===== src/rtl/icap_loader_pkg.sv =====
// Shared definitions for the xillybus user-side blocks: loader state encoding
// and the status codes reported to the host.
package icap_loader_pkg;

  typedef enum logic [2:0] {
    ST_IDLE  = 3'd0,
    ST_LOAD  = 3'd1,
    ST_FLUSH = 3'd2,
    ST_DONE  = 3'd3,
    ST_ERROR = 3'd4
  } state_e;

  localparam logic [1:0] STATUS_IDLE  = 2'b00;
  localparam logic [1:0] STATUS_LOAD  = 2'b01;
  localparam logic [1:0] STATUS_DONE  = 2'b10;
  localparam logic [1:0] STATUS_ERROR = 2'b11;

  // FLUSH is still a loading session as far as the host is concerned
  function automatic logic [1:0] state_status(input state_e s);
    case (s)
      ST_LOAD, ST_FLUSH: return STATUS_LOAD;
      ST_DONE:           return STATUS_DONE;
      ST_ERROR:          return STATUS_ERROR;
      default:           return STATUS_IDLE;
    endcase
  endfunction

endpackage


===== src/rtl/icap_loader.sv =====
// Streams bitstream words from the host FIFO into ICAP, with a one-entry skid
// register to absorb the in-flight word while ICAP is busy.
module icap_loader
  import icap_loader_pkg::*;
#(
  parameter int BUSY_TIMEOUT = 1024,
  parameter bit BITSWAP      = 1'b1
) (
  input  logic        bus_clk,
  input  logic        trn_reset_n,
  input  logic        icap_open,
  input  logic [15:0] fifo_dout,
  input  logic        fifo_empty,
  output logic        fifo_rd_en,
  input  logic        icap_busy,
  output logic        icap_ce_n,
  output logic        icap_wr_n,
  output logic [15:0] icap_i,
  output logic [1:0]  status,
  output logic [31:0] word_count
);

  localparam int CNT_W = $clog2(BUSY_TIMEOUT + 1);

  state_e             r_state;
  state_e             w_next;
  logic               r_open_d;
  logic               r_reopen;
  logic               r_fly;
  logic               r_pres_valid;
  logic [15:0]        r_pres_data;
  logic               r_skid_valid;
  logic [15:0]        r_skid_data;
  logic [CNT_W-1:0]   r_busy_cnt;
  logic [31:0]        r_word_count;

  logic               w_run;
  logic               w_rise;
  logic               w_held;
  logic               w_accept;
  logic               w_timeout;
  logic               w_drained;
  logic               w_enter_load;
  logic               w_drop;
  logic [15:0]        w_in_word;

  assign w_run        = (r_state == ST_LOAD) || (r_state == ST_FLUSH);
  assign w_rise       = icap_open & ~r_open_d;
  assign w_held       = w_run & r_pres_valid & icap_busy;
  assign w_accept     = w_run & r_pres_valid & ~icap_busy;
  assign w_timeout    = w_held & (r_busy_cnt == CNT_W'(BUSY_TIMEOUT - 1));
  assign w_drained    = fifo_empty & ~r_fly & ~r_skid_valid & ~r_pres_valid;
  assign w_enter_load = (w_next == ST_LOAD) && (r_state != ST_LOAD);
  assign w_drop       = ~w_run | (w_next == ST_ERROR);

  always_comb begin
    w_in_word = fifo_dout;
    if (BITSWAP) begin
      for (int b = 0; b < 8; b++) begin
        w_in_word[b]     = fifo_dout[7 - b];
        w_in_word[8 + b] = fifo_dout[15 - b];
      end
    end
  end

  always_ff @(posedge bus_clk or negedge trn_reset_n) begin
    if (!trn_reset_n) begin
      r_state  <= ST_IDLE;
      r_open_d <= 1'b0;
      r_reopen <= 1'b0;
    end else begin
      r_state  <= w_next;
      r_open_d <= icap_open;
      if (w_enter_load)
        r_reopen <= 1'b0;
      else if ((r_state == ST_FLUSH) && w_rise)
        r_reopen <= 1'b1;
    end
  end

  // A reopen seen during FLUSH is remembered so DONE lasts exactly one cycle
  always_comb begin
    w_next = r_state;
    case (r_state)
      ST_IDLE:  if (icap_open) w_next = ST_LOAD;
      ST_LOAD:  if (w_timeout) w_next = ST_ERROR;
                else if (!icap_open) w_next = ST_FLUSH;
      ST_FLUSH: if (w_timeout) w_next = ST_ERROR;
                else if (w_drained) w_next = ST_DONE;
      ST_DONE:  if (w_rise || r_reopen) w_next = ST_LOAD;
      ST_ERROR: if (w_rise) w_next = ST_LOAD;
      default:  w_next = ST_IDLE;
    endcase
  end

  always_comb begin
    fifo_rd_en = 1'b0;
    case (r_state)
      ST_LOAD, ST_FLUSH:
        fifo_rd_en = ~fifo_empty & ~r_skid_valid & ~(r_pres_valid & icap_busy);
      ST_ERROR:
        fifo_rd_en = ~fifo_empty;
      default:
        fifo_rd_en = 1'b0;
    endcase
    icap_ce_n  = ~(w_run & r_pres_valid);
    icap_wr_n  = ~(w_run & r_pres_valid);
    status     = state_status(r_state);
  end

  assign icap_i     = r_pres_data;
  assign word_count = r_word_count;

  // Presented word refills from the skid first; the in-flight word lands in the
  // skid only while the presented word is being held
  always_ff @(posedge bus_clk or negedge trn_reset_n) begin
    if (!trn_reset_n) begin
      r_fly        <= 1'b0;
      r_pres_valid <= 1'b0;
      r_pres_data  <= '0;
      r_skid_valid <= 1'b0;
      r_skid_data  <= '0;
    end else begin
      r_fly <= fifo_rd_en;
      if (w_drop) begin
        r_pres_valid <= 1'b0;
        r_skid_valid <= 1'b0;
      end else if (!r_pres_valid || w_accept) begin
        if (r_skid_valid) begin
          r_pres_valid <= 1'b1;
          r_pres_data  <= r_skid_data;
          r_skid_valid <= r_fly;
          if (r_fly) r_skid_data <= w_in_word;
        end else if (r_fly) begin
          r_pres_valid <= 1'b1;
          r_pres_data  <= w_in_word;
        end else begin
          r_pres_valid <= 1'b0;
        end
      end else if (r_fly) begin
        r_skid_valid <= 1'b1;
        r_skid_data  <= w_in_word;
      end
    end
  end

  always_ff @(posedge bus_clk or negedge trn_reset_n) begin
    if (!trn_reset_n) begin
      r_busy_cnt   <= '0;
      r_word_count <= '0;
    end else begin
      if (w_held)
        r_busy_cnt <= r_busy_cnt + CNT_W'(1);
      else
        r_busy_cnt <= '0;
      if (w_enter_load)
        r_word_count <= '0;
      else if (w_accept)
        r_word_count <= r_word_count + 32'd1;
    end
  end

endmodule


===== config.mk =====
export PLATFORM = sky130hd
export DESIGN_NAME = icap_loader
export DESIGN_NICKNAME = d
export VERILOG_FILES = /design/src/rtl/icap_loader_pkg.sv /design/src/rtl/icap_loader.sv
export SDC_FILE = /design/constraint.sdc
export NUM_CORES = 1
export LEC_CHECK = 0
export ABC_AREA = 1
export CORE_ASPECT_RATIO = 2
export CORE_MARGIN = 1
export CORE_UTILIZATION = 24
export CTS_CLUSTER_SIZE = 20
export DETAILED_ROUTE_END_ITERATION = 8
export PLACE_DENSITY = 0.49
export SYNTH_ARGS = -nofsm -noshare
export SYNTH_HDL_FRONTEND = slang
export SYNTH_SLANG_ARGS = --single-unit

===== constraint.sdc =====
create_clock -name bus_clk -period 3.4 [get_ports bus_clk]
set_input_delay 1.02 -clock bus_clk [delete_from_list [all_inputs] [get_ports bus_clk]]
set_output_delay 1.02 -clock bus_clk [all_outputs]
set_load 0.05 [all_outputs]

==> reports/results.md, run 1 <==
| Group | Metric | This run |
|---|---|---|
| outcome | Outcome | finished clean |
| yosys | Dominant combinational cell family by area after synthesis | simple AND/OR/NAND/NOR gates |
| yosys | Post-synth net total | 641 |
| global route | Largest net degree at the start of global routing | 48 |
| yosys | Leading post-synthesis cells by cell area | sky130_fd_sc_hd__dfrtp_1 (45%), sky130_fd_sc_hd__nand2_1 (18%), sky130_fd_sc_hd__nand3_1 (8.5%) |
| clock tree | Cell chosen for the clock root | sky130_fd_sc_hd__clkbuf_16 |
| yosys | Synth Area per Inst | 7.45 um2 |
| timing | Sum Neg Setup Slack | 0 ns |
| placed design | Last weighted congestion value of the routability-driven placer | 0.800 |
| floorplanning | Core Box Area | 0.0188 mm2 |
| cells and area | Fraction of layout cells with a size suffix above 1 | 0.0803 |
| power | Leakage power of the design | 0.00279 uW |
| timing | Post-route worst setup slack | 0.130 ns |
| yosys | Adder and majority gate portion of the synthesized area | 0.00543 |
| setup path | CP max-delay cell | sky130_fd_sc_hd__clkdlybuf4s50_1 |
| placed design | Port Buffers | 73 |
| yosys | Simple-Gate Fraction of Synth Area | 0.405 |
| clock tree | CTS sink count | 83 |
| clock tree | Number of buffers created by CTS | 9 |
| yosys | Sequential area share after synthesis | 0.451 |
| floorplanning | Die Y | 198 um |
| timing | Max Clock Freq | 306 MHz |
| setup path | Capturing element type of the critical path | output port |
| drt | Via-to-Cell Ratio | 4.32 |
| setup path | Largest stage delay on the critical path | 0.47 ns |
| setup path | Worst r2r path cells | 10 |
| drt | Met3 routed wirelength | 346 um |
| yosys | Share of Yosys cell area claimed by the top area cell type | 0.451 |
| clock tree | Number of instances resized during post-cts repair | 0 |
| clock tree | Clock tree from TritonCTS | yes |
| floorplanning | Std-Cell Rows | 71 |
| cells and area | Ant diodes | 0 |
| timing | Final clock skew | 0.0105 ns |
| drt | Via Count | 4108 |
| setup path | Launching point of the worst reg2reg path | r_state[1] |
| timing | Max-slew violation total from the final report | 0 |
| cells and area | Number of standard cells in the final layout excluding fillers | 952 |
| yosys | Post-synthesis mux area share | 0 |
| placed design | Inst Count DP | 936 |
| timing | Actual slew at the worst max-slew pin | 0.667 ns |
| drt | Initial detailed-routing violation count | 148 |
| hold path | Hold-critical path depth | 1 |
| yosys | Area of the mapped netlist | 0.00460 mm2 |
| drt | Routed length on met2 | 7.52 mm |
| placed design | Final HPWL DP | 9.92 mm |
| setup path | Data required time of the critical path | 2.38 ns |
| yosys | Synth Area in XOR/XNOR | 0.0304 |
| yosys | Post-Syn Instances | 618 |
| floorplanning | Die area | 0.0198 mm2 |
| floorplanning | Die Wd | 99.9 um |
| placed design | Post-placement setup slack | 0.152 ns |
| hold path | Startpoint of the tightest hold check path | r_busy_cnt[0] |
| setup path | Count of buffer and inverter cells on the critical path | 2 |
| clock tree | Clock-pin slew of the registers on the worst-case setup and hold paths | 0.06 ns |
| timing | Final Critical Period | 3.27 ns |
| floorplanning | Top-level port count | 74 |
| job | Max Cap Viol | 0 |
| setup path | Max Fanout on Critical Path | 2 |
| setup path | End of the worst register-to-register path | word_count[4] |
| yosys | Synth unique cells | 35 |
| cells and area | Highest-count cells in the layout ignoring fill and taps | sky130_fd_sc_hd__nand2_1 (222), sky130_fd_sc_hd__dfrtp_1 (83), sky130_fd_sc_hd__nor2_1 (81), sky130_fd_sc_hd__nand3_1 (78), sky130_fd_sc_hd__clkdlybuf4s50_1 (71) |
| drt | Routed wire per std cell | 13.7 um |
| drt | Post-route DRC | 0 |
| drt | Uppermost routed layer | met4 |
| yosys | Number of warning messages in the yosys log | 0 |
| clock tree | Clock latency on the worst-skew pair | 0.34 ns |
| drt | Routed wire length | 13.1 mm |
| power | Ratio of total power to cell area | 695 mW/mm2 |
| hold path | Worst Hold End | r_busy_cnt[0] |
| clock tree | H-Tree Depth | 3 |
| global route | Number of antenna violations at the first check in global routing | 0 |
| setup path | Setup crit start kind | input pin |
| setup path | Cell depth of the worst setup path | 5 |
| cells and area | Most common cell after layout, fill and taps aside | sky130_fd_sc_hd__nand2_1 |
| yosys | Flip-flop and latch count after synthesis | 83 |
| setup path | Critical-path cell list | clkdlybuf4s50_1, nand2_1, nand3_1, a21oi_1, buf_12 |
| power | Peak supply drop | 413 uV |
| setup path | Worst R2R Setup Slack | 1.28 ns |
| cells and area | Count of nets after finishing | 715 |
| timing | Final Setup Violations | 0 |
| timing | Ratio of final minimum period to clock period | 0.962 |
| global route | Overall overflow remaining after global route | 0 |
| placed design | Placed instance area | 0.00559 mm2 |
| floorplanning | Starting Density | 0.244 |
| clock tree | Clock tree buffer depth | 2 |
| clock tree | Total setup buffers inserted after CTS | 0 |
| drt | Router iterations before antenna repair | 4 |
| drt | WL met1 | 4.77 mm |
| cells and area | Final instance area | 0.00591 mm2 |
| hold path | Path class of the lowest-slack min-delay path | reg -> reg |
| timing | RSZ-0062 raised after global routing | false |
| clock tree | Number of buffers inserted for hold repair after clock tree synthesis | 0 |
| global route | Global-route wire length before repair | 21.1 mm |
| cells and area | Area growth syn-to-layout | 28.5% |
| setup path | Worst path arrival time | 2.25 ns |
| global route | Via count of the first global-routing pass | 4077 |
| global route | Overall track demand over capacity in global routing | 0.141 |
| timing | Worst slew margin relative to its limit | 0.555 |
| yosys | Area fraction in compound gates after synthesis | 0.0250 |
| yosys | Post-synth top area cell | sky130_fd_sc_hd__dfrtp_1 |
| setup path | Crit path max-delay family | buffers and inverters |
| cells and area | Fill cell total of the finished layout | 2114 |
| setup path | Startpoint-to-endpoint class of the critical path | in -> out |
| cells and area | Final core occ | 0.314 |
| timing | Final Hold Violating Endpoints | 0 |
| drt | Final antenna-violating net count | 0 |
-- flip-flops by register name (all words and copies together), names as in the netlist --
name	count
r_reopen	1
icap_i	16
r_open_d	1
word_count	32
r_state	3
r_skid_data	16
r_skid_valid	1
r_fly	1
r_pres_valid	1
r_busy_cnt	11
-- synth_stat cells --
cell and instances:
sky130_fd_sc_hd__buf_4 6, sky130_fd_sc_hd__o21ai_0 3, sky130_fd_sc_hd__nor2_2 6, sky130_fd_sc_hd__nand3_4 3, sky130_fd_sc_hd__nand4_1 9, sky130_fd_sc_hd__nor3_1 8
sky130_fd_sc_hd__xnor2_1 4, sky130_fd_sc_hd__buf_2 4, sky130_fd_sc_hd__buf_6 5, sky130_fd_sc_hd__nand3_2 1, sky130_fd_sc_hd__or2_2 1, sky130_fd_sc_hd__nor2_4 3
sky130_fd_sc_hd__nand3_1 78, sky130_fd_sc_hd__inv_4 2, sky130_fd_sc_hd__o21bai_1 1, sky130_fd_sc_hd__nand2_1 222, sky130_fd_sc_hd__clkbuf_8 1, sky130_fd_sc_hd__o211ai_1 1
sky130_fd_sc_hd__o22ai_1 1, sky130_fd_sc_hd__nand2_2 2, sky130_fd_sc_hd__o21ai_2 2, sky130_fd_sc_hd__a21oi_1 6, sky130_fd_sc_hd__ha_1 2, sky130_fd_sc_hd__dfrtp_1 83
sky130_fd_sc_hd__inv_2 3, sky130_fd_sc_hd__inv_1 57, sky130_fd_sc_hd__a22oi_1 1, sky130_fd_sc_hd__nor2_8 2, sky130_fd_sc_hd__clkbuf_1 2, sky130_fd_sc_hd__nor3_4 1
sky130_fd_sc_hd__nand2_4 3, sky130_fd_sc_hd__a21oi_4 1, sky130_fd_sc_hd__a21o_1 1, sky130_fd_sc_hd__xor2_1 12, sky130_fd_sc_hd__nor2_1 81
-- final cells by class --
| type | instances | area [um2] | share of cell area |
|---|---|---|---|
| sequential | 83 | 2080 | 0.351 |
| clock buffer | 12 | 267 | 0.0451 |
| inverter | 62 | 238 | 0.0402 |
| timing repair buffer | 81 | 811 | 0.137 |
| tap | 255 | 319 | 0.0539 |
| clock inverter | 4 | 56.3 | 0.00952 |
| multi-input combinational | 455 | 2150 | 0.363 |
-- routing by layer --
layer  GRT usage  up-vias
met2       0.283       91
met3      0.0198       20
met1       0.135     1918
met4      0.0692        0
met5           0        -
li1            -     2079
-- cells by family (layout without fill, tap and decap cells) --
logic type,after synthesis,after routing
AOI/OAI and AO/OA,17,17
and+or+nand+nor,420,420
DFF,83,83
xor gates and xnor gates,16,16
buffers and inverters,80,159
adders and majority gates,2,2
-- how the worst max path moves through the flow --
stage	endpoint	slack, ns	startpoint
detailed placement	fifo_rd_en	0.15	icap_busy
global placement	fifo_rd_en	0.14	icap_busy
CTS	fifo_rd_en	0.13	icap_busy
finish	fifo_rd_en	0.13	icap_busy
floorplan	fifo_rd_en	0.42	icap_busy
global route	fifo_rd_en	0.06	icap_busy
-- power by group --
part / switching (uW) / internal (uW) / leakage, uW
logic: 1190 / 515 / 0.00153
clock network: 429 / 636 / 0.000159
registers: 138 / 1210 / 0.00110
total: 1750 / 2360 / 0.00279
-- stage by stage --
step                hold WS [ns]  total power (uW)
floorplan                  0.430              2610
global placement           0.453              3100
CTS                        0.472              4180
finish                     0.464              4110
detailed placement         0.458              3110
global route               0.491              4350
(Power assumes the default switching activity.)
==> inputs of run 2 (changes only) <==
TNS_END_PERCENT = 100   (was unset)
==> results of run 2 <==
No change in the layout: final DEF, timing and power equal those of run 1.
